File: src/rtl/flex_updown_counter_if.sv
// Control and status bundle for flex_updown_counter.
// The master drives the controls and the slave (the counter) drives the status.
interface flex_updown_counter_if #(
  parameter int NUM_BITS = 4
) ();
  logic                clear;
  logic                load;
  logic [NUM_BITS-1:0] load_val;
  logic                count_enable;
  logic                count_up;
  logic                sat_mode;
  logic [NUM_BITS-1:0] rollover_val;
  logic [NUM_BITS-1:0] count_out;
  logic                rollover_flag;
  logic                bottom_flag;
  logic                wrap_pulse;

  modport master (
    output clear, load, load_val, count_enable, count_up, sat_mode, rollover_val,
    input  count_out, rollover_flag, bottom_flag, wrap_pulse
  );

  modport slave (
    input  clear, load, load_val, count_enable, count_up, sat_mode, rollover_val,
    output count_out, rollover_flag, bottom_flag, wrap_pulse
  );
endinterface

File: src/rtl/flex_updown_counter.sv
// Up/down counter over the range 1..rollover_val with parallel load and wrap/saturate.
// The flags are registered from the next count, so they line up with count_out.
module flex_updown_counter #(
  parameter int NUM_BITS = 4
) (
  input  logic                  clk,
  input  logic                  n_rst,
  flex_updown_counter_if.slave  bus
);
  localparam logic [NUM_BITS-1:0] ONE  = NUM_BITS'(1);
  localparam logic [NUM_BITS-1:0] ZERO = NUM_BITS'(0);

  logic [NUM_BITS-1:0] count_q, count_d;
  logic                rollover_q, rollover_d;
  logic                bottom_q, bottom_d;
  logic                wrap_q, wrap_d;

  always_comb begin
    count_d = count_q;
    wrap_d  = 1'b0;
    if (bus.clear) begin
      count_d = ZERO;
    end else if (bus.load) begin
      count_d = bus.load_val;
    end else if (bus.count_enable) begin
      // A zero terminal value freezes stepping; otherwise both limits would wrap to 0 or 1.
      if (bus.rollover_val == ZERO) begin
        count_d = count_q;
      end else if (bus.count_up) begin
        if (count_q >= bus.rollover_val) begin
          if (bus.sat_mode) begin
            count_d = count_q;
          end else begin
            count_d = ONE;
            wrap_d  = 1'b1;
          end
        end else begin
          count_d = count_q + ONE;
        end
      end else begin
        if (count_q <= ONE) begin
          if (bus.sat_mode) begin
            count_d = count_q;
          end else begin
            count_d = bus.rollover_val;
            wrap_d  = 1'b1;
          end
        end else begin
          count_d = count_q - ONE;
        end
      end
    end else begin
      count_d = count_q;
    end
    rollover_d = (count_d == bus.rollover_val);
    bottom_d   = (count_d == ONE);
  end

  always_ff @(posedge clk) begin
    if (!n_rst) begin
      count_q    <= ZERO;
      rollover_q <= 1'b0;
      bottom_q   <= 1'b0;
      wrap_q     <= 1'b0;
    end else begin
      count_q    <= count_d;
      rollover_q <= rollover_d;
      bottom_q   <= bottom_d;
      wrap_q     <= wrap_d;
    end
  end

  assign bus.count_out     = count_q;
  assign bus.rollover_flag = rollover_q;
  assign bus.bottom_flag   = bottom_q;
  assign bus.wrap_pulse    = wrap_q;
endmodule

File: src/flat_wrapper.sv
// flat-port wrapper written by rule: the top's interface ports become plain ports
module flex_updown_counter_flat 
#(
  parameter int NUM_BITS = 4
)
  (clk, n_rst, bus_clear, bus_load, bus_load_val, bus_count_enable, bus_count_up, bus_sat_mode, bus_rollover_val, bus_count_out, bus_rollover_flag, bus_bottom_flag, bus_wrap_pulse);
  flex_updown_counter_if #(.NUM_BITS(NUM_BITS)) bus_i ();
  input  logic clk;
  input  logic n_rst;
  input wire logic [$bits(bus_i.clear)-1:0] bus_clear;
  input wire logic [$bits(bus_i.load)-1:0] bus_load;
  input wire logic [$bits(bus_i.load_val)-1:0] bus_load_val;
  input wire logic [$bits(bus_i.count_enable)-1:0] bus_count_enable;
  input wire logic [$bits(bus_i.count_up)-1:0] bus_count_up;
  input wire logic [$bits(bus_i.sat_mode)-1:0] bus_sat_mode;
  input wire logic [$bits(bus_i.rollover_val)-1:0] bus_rollover_val;
  output wire logic [$bits(bus_i.count_out)-1:0] bus_count_out;
  output wire logic [$bits(bus_i.rollover_flag)-1:0] bus_rollover_flag;
  output wire logic [$bits(bus_i.bottom_flag)-1:0] bus_bottom_flag;
  output wire logic [$bits(bus_i.wrap_pulse)-1:0] bus_wrap_pulse;
  assign bus_i.clear = bus_clear;
  assign bus_i.load = bus_load;
  assign bus_i.load_val = bus_load_val;
  assign bus_i.count_enable = bus_count_enable;
  assign bus_i.count_up = bus_count_up;
  assign bus_i.sat_mode = bus_sat_mode;
  assign bus_i.rollover_val = bus_rollover_val;
  assign bus_count_out = bus_i.count_out;
  assign bus_rollover_flag = bus_i.rollover_flag;
  assign bus_bottom_flag = bus_i.bottom_flag;
  assign bus_wrap_pulse = bus_i.wrap_pulse;
  flex_updown_counter #(.NUM_BITS(NUM_BITS)) u_core (.clk(clk), .n_rst(n_rst), .bus(bus_i));
endmodule
File: config.mk
export PLATFORM = sky130hd
export DESIGN_NAME = flex_updown_counter_flat
export DESIGN_NICKNAME = d
export VERILOG_FILES = /design/src/rtl/flex_updown_counter_if.sv /design/src/rtl/flex_updown_counter.sv /design/src/flat_wrapper.sv
export SDC_FILE = /design/constraint.sdc
export NUM_CORES = 1
export LEC_CHECK = 0
export ABC_CLOCK_PERIOD_IN_PS = 4050
export CORE_MARGIN = 2
export CORE_UTILIZATION = 50
export CTS_BUF_LIST = sky130_fd_sc_hd__clkbuf_8
export CTS_CLUSTER_DIAMETER = 40
export DETAILED_ROUTE_END_ITERATION = 16
export GPL_TIMING_DRIVEN = 1
export PLACE_DENSITY = 0.82
export SYNTH_ARGS = -nofsm -noshare
export SYNTH_HDL_FRONTEND = slang
export SYNTH_SLANG_ARGS = --single-unit
File: constraint.sdc
create_clock -name clk -period 4.05 [get_ports clk]
set_clock_uncertainty 0.1 [all_clocks]
set_input_delay 0.405 -clock clk [delete_from_list [all_inputs] [get_ports clk]]
set_output_delay 0.405 -clock clk [all_outputs]
set_load 0.005 [all_outputs]
-- After elaboration in Yosys (flattened, before gate mapping)
Index checks and enable logic that the tools add are counted.
- register bits after elaboration: 7
- input port bits: 15
- output and inout port bits: 7
- logic and storage cells: 27
- add/subtract/negate cells: 2
- $lt $le $gt $ge: 2
- equality and inequality tests: 2
- muxes and demuxes: 13
- bitwise gates (word level): 2
- reduce and logical (&&, ||, !) cells: 2
- operators with widths (kind ; count):
    $mux 4 ; 9
    $reduce_or 5->1 ; 1
    $add 4x1->4 const B ; 1
    $eq 4x1->1 const B ; 1
    $eq 4x4->1 ; 1
    $ge 4x4->1 ; 1
    $le 4x1->1 const B ; 1
    $logic_not 4->1 ; 1
    $mux 1 ; 4
    $sub 4x1->4 const B ; 1
    $not 1->1 ; 2

-- Logic depth before layout (Yosys ltp)
- depth in word-level cells: 8
- mapped depth: 9
- depth with buffers taken out: 9

-- Least setup slack after synthesis
No wires, ideal clock.
- kind: reg-to-reg
- start point: reg u_core.count_q[0], in the netlist u_core.bus.count_out[0]
- end point: reg u_core.bottom_q, in the netlist u_core.bus.bottom_flag
- data arrival time: 2.188 ns
- required time: 3.834 ns
- setup slack: 1.646 ns
- cell stages (with the launch flop): 10
- path buffers: 0
- cells stage by stage: dfxtp_1 inv_1 ha_1 nor3b_1 o21ai_2 mux2i_1 a211oi_1 nor3b_1 or2_1 and4_1
- word-level cells in the longest chain between the ends: 8
- elaborated cells on any way between the ends: 14
- RTL lines (what ; RTL line ; RTL):
    from (decl) ; flex_updown_counter.sv:13 ; logic [NUM_BITS-1:0] count_q, count_d;
    from (signal assigned) ; flex_updown_counter.sv:66 ; count_q <= count_d;
    $sub 4x1->4 (tied with other cells) ; flex_updown_counter.sv:49 ; count_d = count_q - ONE;
    $mux 4, on equally long branches ; flex_updown_counter.sv:41, flex_updown_counter.sv:30 ;
    $mux 4 ; flex_updown_counter.sv:29 ; end else if (bus.count_up) begin
    $mux 4 ; flex_updown_counter.sv:27 ; if (bus.rollover_val == ZERO) begin
    $mux 4 (*) ; flex_updown_counter.sv:25 ; end else if (bus.count_enable) begin
    $mux 4 (*) ; flex_updown_counter.sv:23 ; end else if (bus.load) begin
    $mux 4 (*) ; flex_updown_counter.sv:21 ; if (bus.clear) begin
    $eq 4x1->1 (*) ; flex_updown_counter.sv:56 ; bottom_d = (count_d == ONE);
    to (signal assigned) ; flex_updown_counter.sv:68 ; bottom_q <= bottom_d;
    to (decl) ; flex_updown_counter.sv:15 ; logic bottom_q, bottom_d;
Every way passes the cells marked *; elsewhere a longest branch is shown, timed or not.
A chain may end at the register's enable or synchronous reset.

-- Worst setup path after layout
- start point: in bus_rollover_val[1]
- end point: reg u_core.bottom_q, in the netlist u_core.bus.bottom_flag
- word-level cells in the longest chain between the ends: 8
- elaborated cells on any way between the ends: 11
- RTL lines (what ; RTL line ; RTL):
    from (decl) ; flat_wrapper.sv:16 ; input wire logic [$bits(bus_i.rollover_val)-1:0] bus_rollover_val;
    $ge 4x4->1 or $mux 4 (tied branches) ; flex_updown_counter.sv:30, flex_updown_counter.sv:42 ;
    $mux 4, on equally long branches ; flex_updown_counter.sv:30, flex_updown_counter.sv:41 ;
    $mux 4 ; flex_updown_counter.sv:29 ;
    $mux 4 (*) ; flex_updown_counter.sv:27 ;
    $mux 4 (*) ; flex_updown_counter.sv:25 ;
    $mux 4 (*) ; flex_updown_counter.sv:23 ;
    $mux 4 (*) ; flex_updown_counter.sv:21 ;
    $eq 4x1->1 (*) ; flex_updown_counter.sv:56 ;
Marks and branches as above.

==> flow_metrics.py <==
metrics = {
    "outcome": {
        "status": "finished, final reports clean",
    },
    "route": {
        "postRouteAntennaNets": 0,
        "drc_errors": 0,
        "routed_wl_um": 2150,
        "routedWlPerCell_um": 15.6,
        "drt_pass1_iterations": 4,
        "vias": 865,
        "wl_met3_um": 146,
        "first_iter_violations": 45,
        "vias_per_cell": 6.27,
        "dr.max_layer_used": "met4",
        "drt-met1-wl_um": 987,
        "wl_met2_um": 979,
    },
    "critical_path": {
        "r2r_start": "u_core.bus.count_out[0]",
        "critical-path-max-stage-delay_ps": 660,
        "critical_path_class": "in -> reg",
        "ff2ff_path_depth": 9,
        "cp-end-kind": "flip-flop",
        "ff2ff_setup_slack_ps": 1310,
        "worst_path_max_delay_cell": "clkdlybuf4s50_1",
        "required_ps": 4070,
        "crit_chain": "clkdlybuf4s50_1 > inv_1 > ha_1 > nor3b_1 > o21ai_2 > mux2i_1 > a211oi_1 > nor3b_1 > or2_1 > and4_1",
        "path_common_cell": "nor3b_1",
        "startpoint_type": "input port",
        "crit_start": "bus_rollover_val[1]",
        "cp.arrival_ps": 2970,
        "worstPathMaxFanout": 7,
        "r2r-end": "u_core.bus.bottom_flag",
    },
    "sta": {
        "final_max_slew_viol_count": 0,
        "fin_hold_ws_ps": 698,
        "rsz0062_at_grt": "false",
        "finalSetupViolations": 0,
        "post-route-min-period_ps": 2950,
        "hold_viol_final": 0,
        "post-route-period-util_pct": 72.8,
        "worst_pin_slew_ps": 444,
        "max_clock_freq_mhz": 339,
        "tns_ps": 0,
        "slew_headroom_pct": 70.3,
    },
    "global_routing": {
        "grt_max_degree": 11,
        "antenna_found_initial": 0,
        "grt.total_usage_pct": 25.0,
        "grt-ovfl-total": 0,
        "grt_pass1_wl_um": 3530,
        "grt_pass1_vias": 776,
    },
    "power_and_ir_drop": {
        "clkPwrFrac_pct": 36.0,
        "swShare_pct": 31.7,
        "power_frac_comb_pct": 35.3,
        "p_sw_mw": 0.0867,
        "intPower_mw": 0.187,
        "ir_drop_mv": 0.276,
        "cellPowerDensity_nw_per_um2": 256,
        "seq_power_share_pct": 28.7,
        "leakagePower_nw": 0.448,
    },
    "clock_network": {
        "cts-buffers-inserted": 3,
        "cts.sinks": 7,
        "clk_pin_slew_ps": 40,
        "hold_buffers": 0,
        "cts_resized": 0,
        "clk_latency_ps": 230,
        "tritoncts": "yes",
        "cts_htree_levels": 1,
        "cts_setup_buffers": 0,
        "clock_path_buffers": 2,
        "cts_root_buffer": "clkbuf_8",
    },
    "placement": {
        "portBuffers": 21,
        "placedCellCount": 134,
        "hpwlAfterDp_um": 1680,
        "gp_routability_congestion": 0.955,
    },
    "synthesis": {
        "synth.distinct_cells": 40,
        "synthArstFlopShare_pct": 0,
        "synth_ff_type": "dfxtp_1",
        "seq_area_frac_synth_pct": 17.3,
        "netlist_instances": 99,
        "synth_area_um2": 810,
        "ys_ff_latch": 7,
        "ys_warn_count": 0,
        "syn_avg_cell_area_um2": 8.18,
        "synth_edf_count": 0,
        "syn_nets": 121,
    },
    "flow_run": {
        "drv_cap": 0,
    },
    "cells_and_area": {
        "drive_gt1_share_pct": 6.56,
        "n_antenna_cell": 0,
        "syn2layout_area_growth_pct": 32.1,
        "ff_latch_area_um2": 140,
        "nFillCells": 131,
        "fin_cells": 138,
        "multi_input_area_um2": 621,
        "finish.utilization_pct": 71.0,
        "nets": 145,
    },
    "hold_path": {
        "min_from": "n_rst",
        "hold_class": "in -> reg",
        "worstHoldPathCells": 3,
        "holdPathEnd": "u_core.bus.wrap_pulse",
    },
    "die": {
        "core_um2": 1510,
        "die_h_um": 44.2,
        "dieArea_um2": 1960,
        "start_util_pct": 53.7,
        "io_pins": 22,
        "rows": 14,
        "fp.dieW_um": 44.2,
    },
}
## how the worst max path moves through the flow
stage,to,slack [ps],cells after the start
floorplan,u_core.bus.bottom_flag,1650,9
global placement,u_core.bus.bottom_flag,930,10
global route,u_core.bus.rollover_flag,900,10
detailed placement,u_core.bus.bottom_flag,860,10
finish,u_core.bus.bottom_flag,1100,10
CTS,u_core.bus.bottom_flag,1090,10
## registers in the layout, indices dropped and copies added (netlist names)
| signal | cells |
|---|---|
| u_core.bus.bottom_flag | 1 |
| u_core.bus.count_out | 4 |
| u_core.bus.rollover_flag | 1 |
| u_core.bus.wrap_pulse | 1 |
## per-layer routing
metal	GRT usage, %	vias to the layer above
met2	39.7	36
met4	7.88	0
met5	0	-
met3	6.53	4
met1	33.2	406
li1	-	419
## metrics by stage
stage	area [µm²]	worst slack, ps	power [mW]
2_1_floorplan	810	1650	0.137
3_3_place_gp	1020	933	0.173
3_5_place_dp	1020	857	0.175
4_1_cts	1070	1090	0.276
5_1_grt	1070	895	0.289
6_report	1070	1100	0.274
## Yosys cell counts, drive strengths merged (2+ instances only)
master   n  share of area, %
nor2b    2               1.5
nand2b   2               1.5
o211a    3               3.7
and2     2               1.5
or2      2               1.9
a21oi   10               6.2
mux2i    5               6.2
o21ai    2               1.7
ha       7                11
o22a     2               2.2
xnor2    3               3.2
nor3b    2               1.9
o211ai   3               2.8
nand2    2              0.93
o31ai    2               1.9
inv      9               4.2
nand4    2               1.5
nor3     3               2.5
o21bai   2               2.3
dfxtp    7                17
o221ai   2               2.2
nor2    10               4.6
and3     2               1.5
## worst max-delay path, delay by kind of cell
family                     cells  cell delay [ps]
buffers and inverters          2              740
AOI/OAI and AO/OA              2              550
and+or+nand+nor                4              910
adders and majority gates      1              210
muxes                          1              140
## power groups by stage
stage	combinational (mW)	clock [mW]	sequential [mW]
finish	0.0965	0.0985	0.0786
global route	0.106	0.104	0.0789
CTS	0.0958	0.102	0.0784
detailed placement	0.0954	0	0.0795
global placement	0.0941	0	0.0794
floorplan	0.0587	0	0.0780
## cell type report
cell class / instances / area share [%]
Clock buffer: 3 / 3.86
Clock inverter: 1 / 0.351
Inverter: 9 / 3.16
Multi-Input combinational cell: 81 / 58.0
Sequential cell: 7 / 13.1
Tap cell: 16 / 1.87
Timing Repair Buffer: 21 / 19.6
## cells by family (layout without fill, tap and decap cells)
family,Yosys count,count (layout),synth area share [%]
adder cells (fa/ha/maj),7,7,10.8
flip-flops,7,7,17.3
XOR/XNOR,3,3,3.25
AO/OA/AOI/OAI,33,33,33.1
AND/OR/NAND/NOR,32,32,21.9
buffers and inverters,11,34,6.03
multiplexers,6,6,7.57
## cells in the final DEF, fill, tap and decap left out, types with 2 or more instances in the layout
master / n
nor3b_1: 2
nand2b_1: 2
o211a_1: 3
nor3_1: 2
nor2_1: 10
and2_1: 2
and3_1: 2
clkdlybuf4s50_1: 21
clkbuf_8: 3
a21oi_1: 10
o221ai_1: 2
nor2b_1: 2
xnor2_1: 3
dfxtp_1: 7
nand4_1: 2
o211ai_1: 3
o31ai_1: 2
mux2i_1: 5
o22a_1: 2
nand2_1: 2
inv_1: 10
ha_1: 7
No activity file was read; power rests on OpenSTA's default activity.
